==> config.mk <==
export PLATFORM = sky130hd
export DESIGN_NAME = serial_bus_arbiter_flat
export DESIGN_NICKNAME = d
export VERILOG_FILES = /design/src/rtl/serial_bus_arbiter_if.sv /design/src/rtl/serial_bus_arbiter.sv /design/src/flat_wrapper.sv
export SDC_FILE = /design/constraint.sdc
export NUM_CORES = 1
export LEC_CHECK = 0
export ABC_CLOCK_PERIOD_IN_PS = 2000
export BUFFER_PORTS_ARGS = -buffer_cell sky130_fd_sc_hd__buf_2
export CAP_MARGIN = 25
export CORE_UTILIZATION = 37
export DETAILED_ROUTE_END_ITERATION = 10
export GPL_ROUTABILITY_DRIVEN = 0
export PLACE_DENSITY = 0.66
export SYNTH_ARGS = -nofsm -noshare
export SYNTH_HDL_FRONTEND = slang
export SYNTH_SLANG_ARGS = --single-unit
export TNS_END_PERCENT = 5
==> constraint.sdc <==
create_clock -name CLK -period 2 [get_ports CLK]
set_input_delay 0.6 -clock CLK [delete_from_list [all_inputs] [get_ports CLK]]
set_output_delay 0.6 -clock CLK [all_outputs]
set_load 0.05 [all_outputs]
==> src/rtl/serial_bus_arbiter_if.sv <==
// Signal bundle shared by the serial bus masters, the arbiter and the slave-side bus.
// The arbiter connects through the slave modport; master-side agents use the master modport.
interface serial_bus_arbiter_if #(
  parameter int N_MASTERS = 2
);
  localparam int ID_W = (N_MASTERS > 1) ? $clog2(N_MASTERS) : 1;

  logic [N_MASTERS-1:0] M_REQ;
  logic [N_MASTERS-1:0] M_UTIL;
  logic [N_MASTERS-1:0] M_RW;
  logic [N_MASTERS-1:0] M_BUS_OUT;
  logic [N_MASTERS-1:0] M_GRANT;
  logic [N_MASTERS-1:0] M_ACK;
  logic [N_MASTERS-1:0] M_BUS_IN;
  logic                 S_ACK;
  logic                 S_BUS_IN;
  logic                 S_BUS_OUT;
  logic                 S_RW;
  logic                 S_UTIL;
  logic                 BUS_BUSY;
  logic [ID_W-1:0]      GRANT_ID;
  logic                 TIMEOUT_ERR;

  modport slave (
    input  M_REQ, M_UTIL, M_RW, M_BUS_OUT, S_ACK, S_BUS_IN,
    output M_GRANT, M_ACK, M_BUS_IN, S_BUS_OUT, S_RW, S_UTIL,
           BUS_BUSY, GRANT_ID, TIMEOUT_ERR
  );

  modport master (
    output M_REQ, M_UTIL, M_RW, M_BUS_OUT, S_ACK, S_BUS_IN,
    input  M_GRANT, M_ACK, M_BUS_IN, S_BUS_OUT, S_RW, S_UTIL,
           BUS_BUSY, GRANT_ID, TIMEOUT_ERR
  );
endinterface

==> src/rtl/serial_bus_arbiter.sv <==
// Round-robin owner arbitration for the shared single-wire serial bus, with an idle watchdog
// that revokes a grant, plus a small checker module holding the structural invariants.
module serial_bus_arbiter_chk #(
  parameter int N_MASTERS = 2,
  parameter int ID_W      = 1
) (
  input logic                 CLK,
  input logic                 RSTN,
  input logic [N_MASTERS-1:0] grant,
  input logic                 busy,
  input logic [ID_W-1:0]      grant_id,
  input logic                 err
);
  a_grant_onehot: assert property (@(posedge CLK) disable iff (!RSTN) $onehot0(grant));
  a_busy_match:   assert property (@(posedge CLK) disable iff (!RSTN) busy == (|grant));
  a_id_idle:      assert property (@(posedge CLK) disable iff (!RSTN)
                                   !busy |-> (grant_id == {ID_W{1'b0}}));
  a_err_revokes:  assert property (@(posedge CLK) disable iff (!RSTN)
                                   err |-> (grant == {N_MASTERS{1'b0}}));
endmodule

module serial_bus_arbiter #(
  parameter int N_MASTERS = 2,
  parameter int TIMEOUT   = 64
) (
  input logic                 CLK,
  input logic                 RSTN,
  serial_bus_arbiter_if.slave bus
);
  localparam int ID_W = $clog2(N_MASTERS);
  localparam int WD_W = $clog2(TIMEOUT);
  localparam logic [WD_W-1:0]      WD_ZERO = {WD_W{1'b0}};
  localparam logic [WD_W-1:0]      WD_LAST = WD_W'(TIMEOUT - 1);
  localparam logic [WD_W-1:0]      WD_SAT  = {WD_W{1'b1}};
  localparam logic [ID_W-1:0]      ID_ZERO = {ID_W{1'b0}};
  localparam logic [ID_W-1:0]      ID_LAST = ID_W'(N_MASTERS - 1);
  localparam logic [N_MASTERS-1:0] G_ZERO  = {N_MASTERS{1'b0}};
  localparam logic [N_MASTERS-1:0] G_BIT0  = {{(N_MASTERS-1){1'b0}}, 1'b1};

  typedef enum logic [1:0] {
    ST_IDLE    = 2'd0,
    ST_GRANTED = 2'd1,
    ST_ACTIVE  = 2'd2,
    ST_RELEASE = 2'd3
  } state_t;

  state_t               state_q, state_d;
  logic [N_MASTERS-1:0] grant_q, grant_d;
  logic [ID_W-1:0]      owner_q, owner_d;
  logic [ID_W-1:0]      grant_id_q, grant_id_d;
  logic [ID_W-1:0]      rr_last_q, rr_last_d;
  logic                 busy_q, busy_d;
  logic                 err_q, err_d;
  logic [WD_W-1:0]      wdog_q, wdog_d;

  logic                 any_req_s;
  logic                 owner_req_s;
  logic                 owner_util_s;
  logic [ID_W-1:0]      rr_base_s;
  logic [ID_W-1:0]      pick_s;
  logic                 take_s;
  logic                 drop_s;

  // First requester scanning upward from last+1; the descending loop leaves the nearest one.
  function automatic logic [ID_W-1:0] rr_pick(input logic [N_MASTERS-1:0] req,
                                              input logic [ID_W-1:0]      last);
    logic [ID_W-1:0] idx;
    logic [ID_W-1:0] win;
    win = last;
    for (int k = N_MASTERS; k >= 1; k--) begin
      idx = ID_W'((int'(last) + k) % N_MASTERS);
      if (req[idx]) begin
        win = idx;
      end
    end
    return win;
  endfunction

  function automatic logic [WD_W-1:0] wdog_inc(input logic [WD_W-1:0] v);
    return (v == WD_SAT) ? v : v + {{(WD_W-1){1'b0}}, 1'b1};
  endfunction

  // Owner view and arbitration inputs; RELEASE re-arbitrates against the departing owner.
  assign any_req_s    = |bus.M_REQ;
  assign owner_req_s  = bus.M_REQ[owner_q];
  assign owner_util_s = bus.M_UTIL[owner_q];
  assign rr_base_s    = (state_q == ST_RELEASE) ? owner_q : rr_last_q;
  assign pick_s       = rr_pick(bus.M_REQ, rr_base_s);

  // Bus muxing straight from the registered one-hot grant; nothing reaches a non-owner.
  assign bus.S_BUS_OUT   = |(grant_q & bus.M_BUS_OUT);
  assign bus.S_RW        = |(grant_q & bus.M_RW);
  assign bus.S_UTIL      = |(grant_q & bus.M_UTIL);
  assign bus.M_ACK       = grant_q & {N_MASTERS{bus.S_ACK}};
  assign bus.M_BUS_IN    = grant_q & {N_MASTERS{bus.S_BUS_IN}};
  assign bus.M_GRANT     = grant_q;
  assign bus.BUS_BUSY    = busy_q;
  assign bus.GRANT_ID    = grant_id_q;
  assign bus.TIMEOUT_ERR = err_q;

  // Next-state logic: per-state decisions set take/drop, applied once below the case.
  always_comb begin
    state_d    = state_q;
    grant_d    = grant_q;
    owner_d    = owner_q;
    grant_id_d = grant_id_q;
    rr_last_d  = rr_last_q;
    busy_d     = busy_q;
    err_d      = 1'b0;
    wdog_d     = wdog_q;
    take_s     = 1'b0;
    drop_s     = 1'b0;

    case (state_q)
      ST_IDLE: begin
        if (any_req_s) begin
          take_s = 1'b1;
        end else begin
          state_d = ST_IDLE;
        end
      end
      ST_GRANTED: begin
        if (!owner_req_s) begin
          drop_s = 1'b1;
        end else if (owner_util_s) begin
          state_d = ST_ACTIVE;
          wdog_d  = WD_ZERO;
        end else if (wdog_q == WD_LAST) begin
          drop_s = 1'b1;
          err_d  = 1'b1;
        end else begin
          wdog_d = wdog_inc(wdog_q);
        end
      end
      ST_ACTIVE: begin
        // A held REQ with UTIL low is a HOLD phase: grant stays, only the watchdog runs.
        if (!owner_req_s) begin
          drop_s = 1'b1;
        end else if (owner_util_s) begin
          wdog_d = WD_ZERO;
        end else if (wdog_q == WD_LAST) begin
          drop_s = 1'b1;
          err_d  = 1'b1;
        end else begin
          wdog_d = wdog_inc(wdog_q);
        end
      end
      ST_RELEASE: begin
        rr_last_d = owner_q;
        if (any_req_s) begin
          take_s = 1'b1;
        end else begin
          state_d = ST_IDLE;
        end
      end
      default: begin
        drop_s = 1'b1;
      end
    endcase

    case ({take_s, drop_s})
      2'b10: begin
        state_d    = ST_GRANTED;
        grant_d    = G_BIT0 << pick_s;
        owner_d    = pick_s;
        grant_id_d = pick_s;
        busy_d     = 1'b1;
        wdog_d     = WD_ZERO;
      end
      2'b01: begin
        state_d    = ST_RELEASE;
        grant_d    = G_ZERO;
        grant_id_d = ID_ZERO;
        busy_d     = 1'b0;
        wdog_d     = WD_ZERO;
      end
      default: begin
        grant_d = grant_q;
        owner_d = owner_q;
      end
    endcase
  end

  // State and output registers; reset makes master 0 the first winner.
  always_ff @(posedge CLK or negedge RSTN) begin
    if (!RSTN) begin
      state_q    <= ST_IDLE;
      grant_q    <= G_ZERO;
      owner_q    <= ID_ZERO;
      grant_id_q <= ID_ZERO;
      rr_last_q  <= ID_LAST;
      busy_q     <= 1'b0;
      err_q      <= 1'b0;
      wdog_q     <= WD_ZERO;
    end else begin
      state_q    <= state_d;
      grant_q    <= grant_d;
      owner_q    <= owner_d;
      grant_id_q <= grant_id_d;
      rr_last_q  <= rr_last_d;
      busy_q     <= busy_d;
      err_q      <= err_d;
      wdog_q     <= wdog_d;
    end
  end

  serial_bus_arbiter_chk #(
    .N_MASTERS (N_MASTERS),
    .ID_W      (ID_W)
  ) u_chk (
    .CLK      (CLK),
    .RSTN     (RSTN),
    .grant    (grant_q),
    .busy     (busy_q),
    .grant_id (grant_id_q),
    .err      (err_q)
  );
endmodule

==> src/flat_wrapper.sv <==
// flat-port wrapper written by rule: the top's interface ports become plain ports
module serial_bus_arbiter_flat 
#(
  parameter int N_MASTERS = 2,
  parameter int TIMEOUT   = 64
)
  (CLK, RSTN, bus_M_REQ, bus_M_UTIL, bus_M_RW, bus_M_BUS_OUT, bus_S_ACK, bus_S_BUS_IN, bus_M_GRANT, bus_M_ACK, bus_M_BUS_IN, bus_S_BUS_OUT, bus_S_RW, bus_S_UTIL, bus_BUS_BUSY, bus_GRANT_ID, bus_TIMEOUT_ERR);
  serial_bus_arbiter_if #(.N_MASTERS(N_MASTERS)) bus_i ();
  input logic CLK;
  input logic RSTN;
  input wire logic [$bits(bus_i.M_REQ)-1:0] bus_M_REQ;
  input wire logic [$bits(bus_i.M_UTIL)-1:0] bus_M_UTIL;
  input wire logic [$bits(bus_i.M_RW)-1:0] bus_M_RW;
  input wire logic [$bits(bus_i.M_BUS_OUT)-1:0] bus_M_BUS_OUT;
  input wire logic [$bits(bus_i.S_ACK)-1:0] bus_S_ACK;
  input wire logic [$bits(bus_i.S_BUS_IN)-1:0] bus_S_BUS_IN;
  output wire logic [$bits(bus_i.M_GRANT)-1:0] bus_M_GRANT;
  output wire logic [$bits(bus_i.M_ACK)-1:0] bus_M_ACK;
  output wire logic [$bits(bus_i.M_BUS_IN)-1:0] bus_M_BUS_IN;
  output wire logic [$bits(bus_i.S_BUS_OUT)-1:0] bus_S_BUS_OUT;
  output wire logic [$bits(bus_i.S_RW)-1:0] bus_S_RW;
  output wire logic [$bits(bus_i.S_UTIL)-1:0] bus_S_UTIL;
  output wire logic [$bits(bus_i.BUS_BUSY)-1:0] bus_BUS_BUSY;
  output wire logic [$bits(bus_i.GRANT_ID)-1:0] bus_GRANT_ID;
  output wire logic [$bits(bus_i.TIMEOUT_ERR)-1:0] bus_TIMEOUT_ERR;
  assign bus_i.M_REQ = bus_M_REQ;
  assign bus_i.M_UTIL = bus_M_UTIL;
  assign bus_i.M_RW = bus_M_RW;
  assign bus_i.M_BUS_OUT = bus_M_BUS_OUT;
  assign bus_i.S_ACK = bus_S_ACK;
  assign bus_i.S_BUS_IN = bus_S_BUS_IN;
  assign bus_M_GRANT = bus_i.M_GRANT;
  assign bus_M_ACK = bus_i.M_ACK;
  assign bus_M_BUS_IN = bus_i.M_BUS_IN;
  assign bus_S_BUS_OUT = bus_i.S_BUS_OUT;
  assign bus_S_RW = bus_i.S_RW;
  assign bus_S_UTIL = bus_i.S_UTIL;
  assign bus_BUS_BUSY = bus_i.BUS_BUSY;
  assign bus_GRANT_ID = bus_i.GRANT_ID;
  assign bus_TIMEOUT_ERR = bus_i.TIMEOUT_ERR;
  serial_bus_arbiter #(.N_MASTERS(N_MASTERS), .TIMEOUT(TIMEOUT)) u_core (.CLK(CLK), .RSTN(RSTN), .bus(bus_i));
endmodule
==> reports/metrics.cfg <==
[outcome]
status=finished, final reports clean

[floorplan]
die_w_um=50.3
io_pins=24
start_util_pct=39.0
dieArea_um2=2530
core_um2=2210
dieHeight_um=50.3
num_rows=17

[routing]
vias_per_cell=5.37
ant_nets=0
wl_per_cell_um=12.9
drtPass1Iterations=4
drcViolationCount=0
dr_total_vias=849
finalWirelength_um=2040
dr.first_iter.drc_count=22

[run]
drv_cap=0

[placed_design]
placed_cells=153
numPortBuffers=23
dpl.hpwl_um=1530

[clocking]
cts_root_buf=clkbuf_4
cts_tree=yes
clock_latency_ns=0.29
cts.sinks=14
cts.clk_slew.worst_paths_ns=0.10
htreeDepth=1
cts_buffer_depth=2
cts_made_buffers=3

[setup_path]
cp_num_buf_inv=1
reg2reg_to=u_core.bus.M_GRANT[1]
cp_top_family=simple AND/OR/NAND/NOR gates
crit_chain=mux2_4 > nor3_4 > nor2_1 > or2_1 > ha_4 > buf_4 > a22o_1
critPathKind=register to register
arrival_ns=2.09
cpPeakStageDelay_ns=0.41
rrSetupSlack_ns=0.08
worstPathRequired_ns=2.18
crit_path_start_kind=register
slowest_stage=dfrtp_1
worst_r2r_path_depth=7
r2r-start=u_core.owner_q
crit_path_end_kind=register
crit_fanout=4

[synth]
synth_fa_ha_area_share_pct=7.26
synth-simple-area-share_pct=20.3
syn_nets=106
netlist_area_um2=862
muxShareOfSynthArea_pct=7.84
syn_inst=89
avgSynthCellArea_um2=9.69
synth_compound_area_share_pct=19.9
synth_top_family_by_area=simple AND/OR/NAND/NOR gates
synth_xor_xnor_area_share_pct=0
yosysTopAreaCell=dfrtp_1
synthTopCellsByArea=dfrtp_1, ha_1, a22o_1, and2_1, mux2i_1
yosys.area.top_type_share_pct=37.7
synth.yosys.warnings=0
synth_seq_cells=14
ys_seq_area_share_pct=40.8
ys_types=32

[power_and_ir_drop]
power.density_nw_per_um2=1910
power_mw=2.28
peakVddDrop_v=0.000834
leakage_nw=0.624

[timing]
slew_viol_final=0
clock.fmax_mhz=522
finalHoldViolations=0
rsz0062_at_grt=yes
final.min_clock_period_ns=1.92
finalSetupViolCount=0
fin_crit_sh_pct=95.8
skew_ns=0.00872
setup-tns-final_ns=0
fin_hold_ws_ns=0.192
worst-slew-pin-transition_ns=0.393
slew_headroom_pct=73.7

[global_route]
grt_max_degree=15
track_usage_pct=18.0
antenna_found_initial=0
grt_overflow_total=0
grt_pass1_vias=781
grt_pass1_wl_um=3330

[layout]
insertedDiodeCount=0
final_cell_mix=buf_2, buf_4, dfrtp_1
final_util_pct=53.8
final_cells=158
drive_above_1_share_pct=41.5
final_common_cell=buf_2
fin_nets=148
syn_to_final_growth_pct=38.0

[hold_path]
min_path_type=primary input to asynchronous set/reset pin

## cells by family after synthesis
logic type | Yosys count
compound gates | 24
fa+ha+maj | 5
flops | 14
mux | 6
simple gates | 34
buf+inv | 6
## worst max path at each step
stage                         startpoint               endpoint  slack, ns  depth (start not counted)
final                     u_core.owner_q  u_core.bus.M_GRANT[1]       0.08                          7
after global routing      u_core.owner_q      u_core.state_q[1]      -0.01                          8
after CTS                 u_core.owner_q      u_core.state_q[1]       0.05                          8
after detailed placement   bus_M_UTIL[0]      u_core.state_q[1]      -0.20                          9
after global placement     bus_M_UTIL[0]      u_core.state_q[1]      -0.16                          9
after floorplan            bus_M_UTIL[0]  u_core.bus.M_GRANT[1]      -0.05                          7
## metrics by stage
stage	worst slack, ns	cell area, um^2
floorplan	-0.0512	888
global placement	-0.158	1140
detailed placement	-0.204	1140
CTS	0.0547	1170
global route	-0.0120	1190
finish	0.0849	1190
## report_power, final
part	switching [mW]	total, mW	leakage, nW	internal [mW]
registers	0.0706	0.453	0.179	0.382
clock network	0.0998	0.211	0.0210	0.111
logic	0.920	1.61	0.424	0.694
total	1.09	2.28	0.624	1.19
## synthesized netlist by cell type
master,instances
a21boi_0,1
a21o_1,1
a21oi_1,3
a22o_1,5
a41o_1,1
and2_1,5
and3_1,1
buf_4,1
buf_6,1
clkbuf_1,1
dfrtp_1,13
dfstp_2,1
ha_1,5
inv_1,3
mux2_2,2
mux2_4,1
mux2i_1,3
nand2_1,8
nand3_1,4
nor2_1,8
nor3_1,3
nor3_4,1
nor3b_1,1
nor4_1,1
o211a_1,1
o211ai_1,3
o21ai_0,4
o21ai_1,1
o22ai_1,1
o31a_1,1
o31ai_1,2
or2_1,2
## registers in the layout, summed over array words and instances, names as in the netlist
name and count:
u_core.state_q 2, u_core.owner_q 1, u_core.bus.M_GRANT 2, u_core.wdog_q 6, u_core.rr_last_q 1, u_core.bus.BUS_BUSY 1, u_core.bus.TIMEOUT_ERR 1
## repair_timing
action | CTS | global route
resized for setup | 0 | 2
buffers inserted | 0 | 1
setup endpoints to repair | 0 | 3
hold buffers | 0 | 0
## routing by layer
metal | wire, um | GRT usage, %
met4 | 56 | 12.4
met2 | 907 | 27.8
met3 | 155 | 5.15
met5 | 0 | 0
met1 | 922 | 21.3
## final cells by class
class,instances,area (um^2)
timing repair buffer,40,255
fill,208,1020
inverter,3,11.3
sequential,14,352
clock buffer,4,36.3
multi-input combinational,69,500
tap,28,35.0
Note: power is estimated with default switching activity, not from simulation.
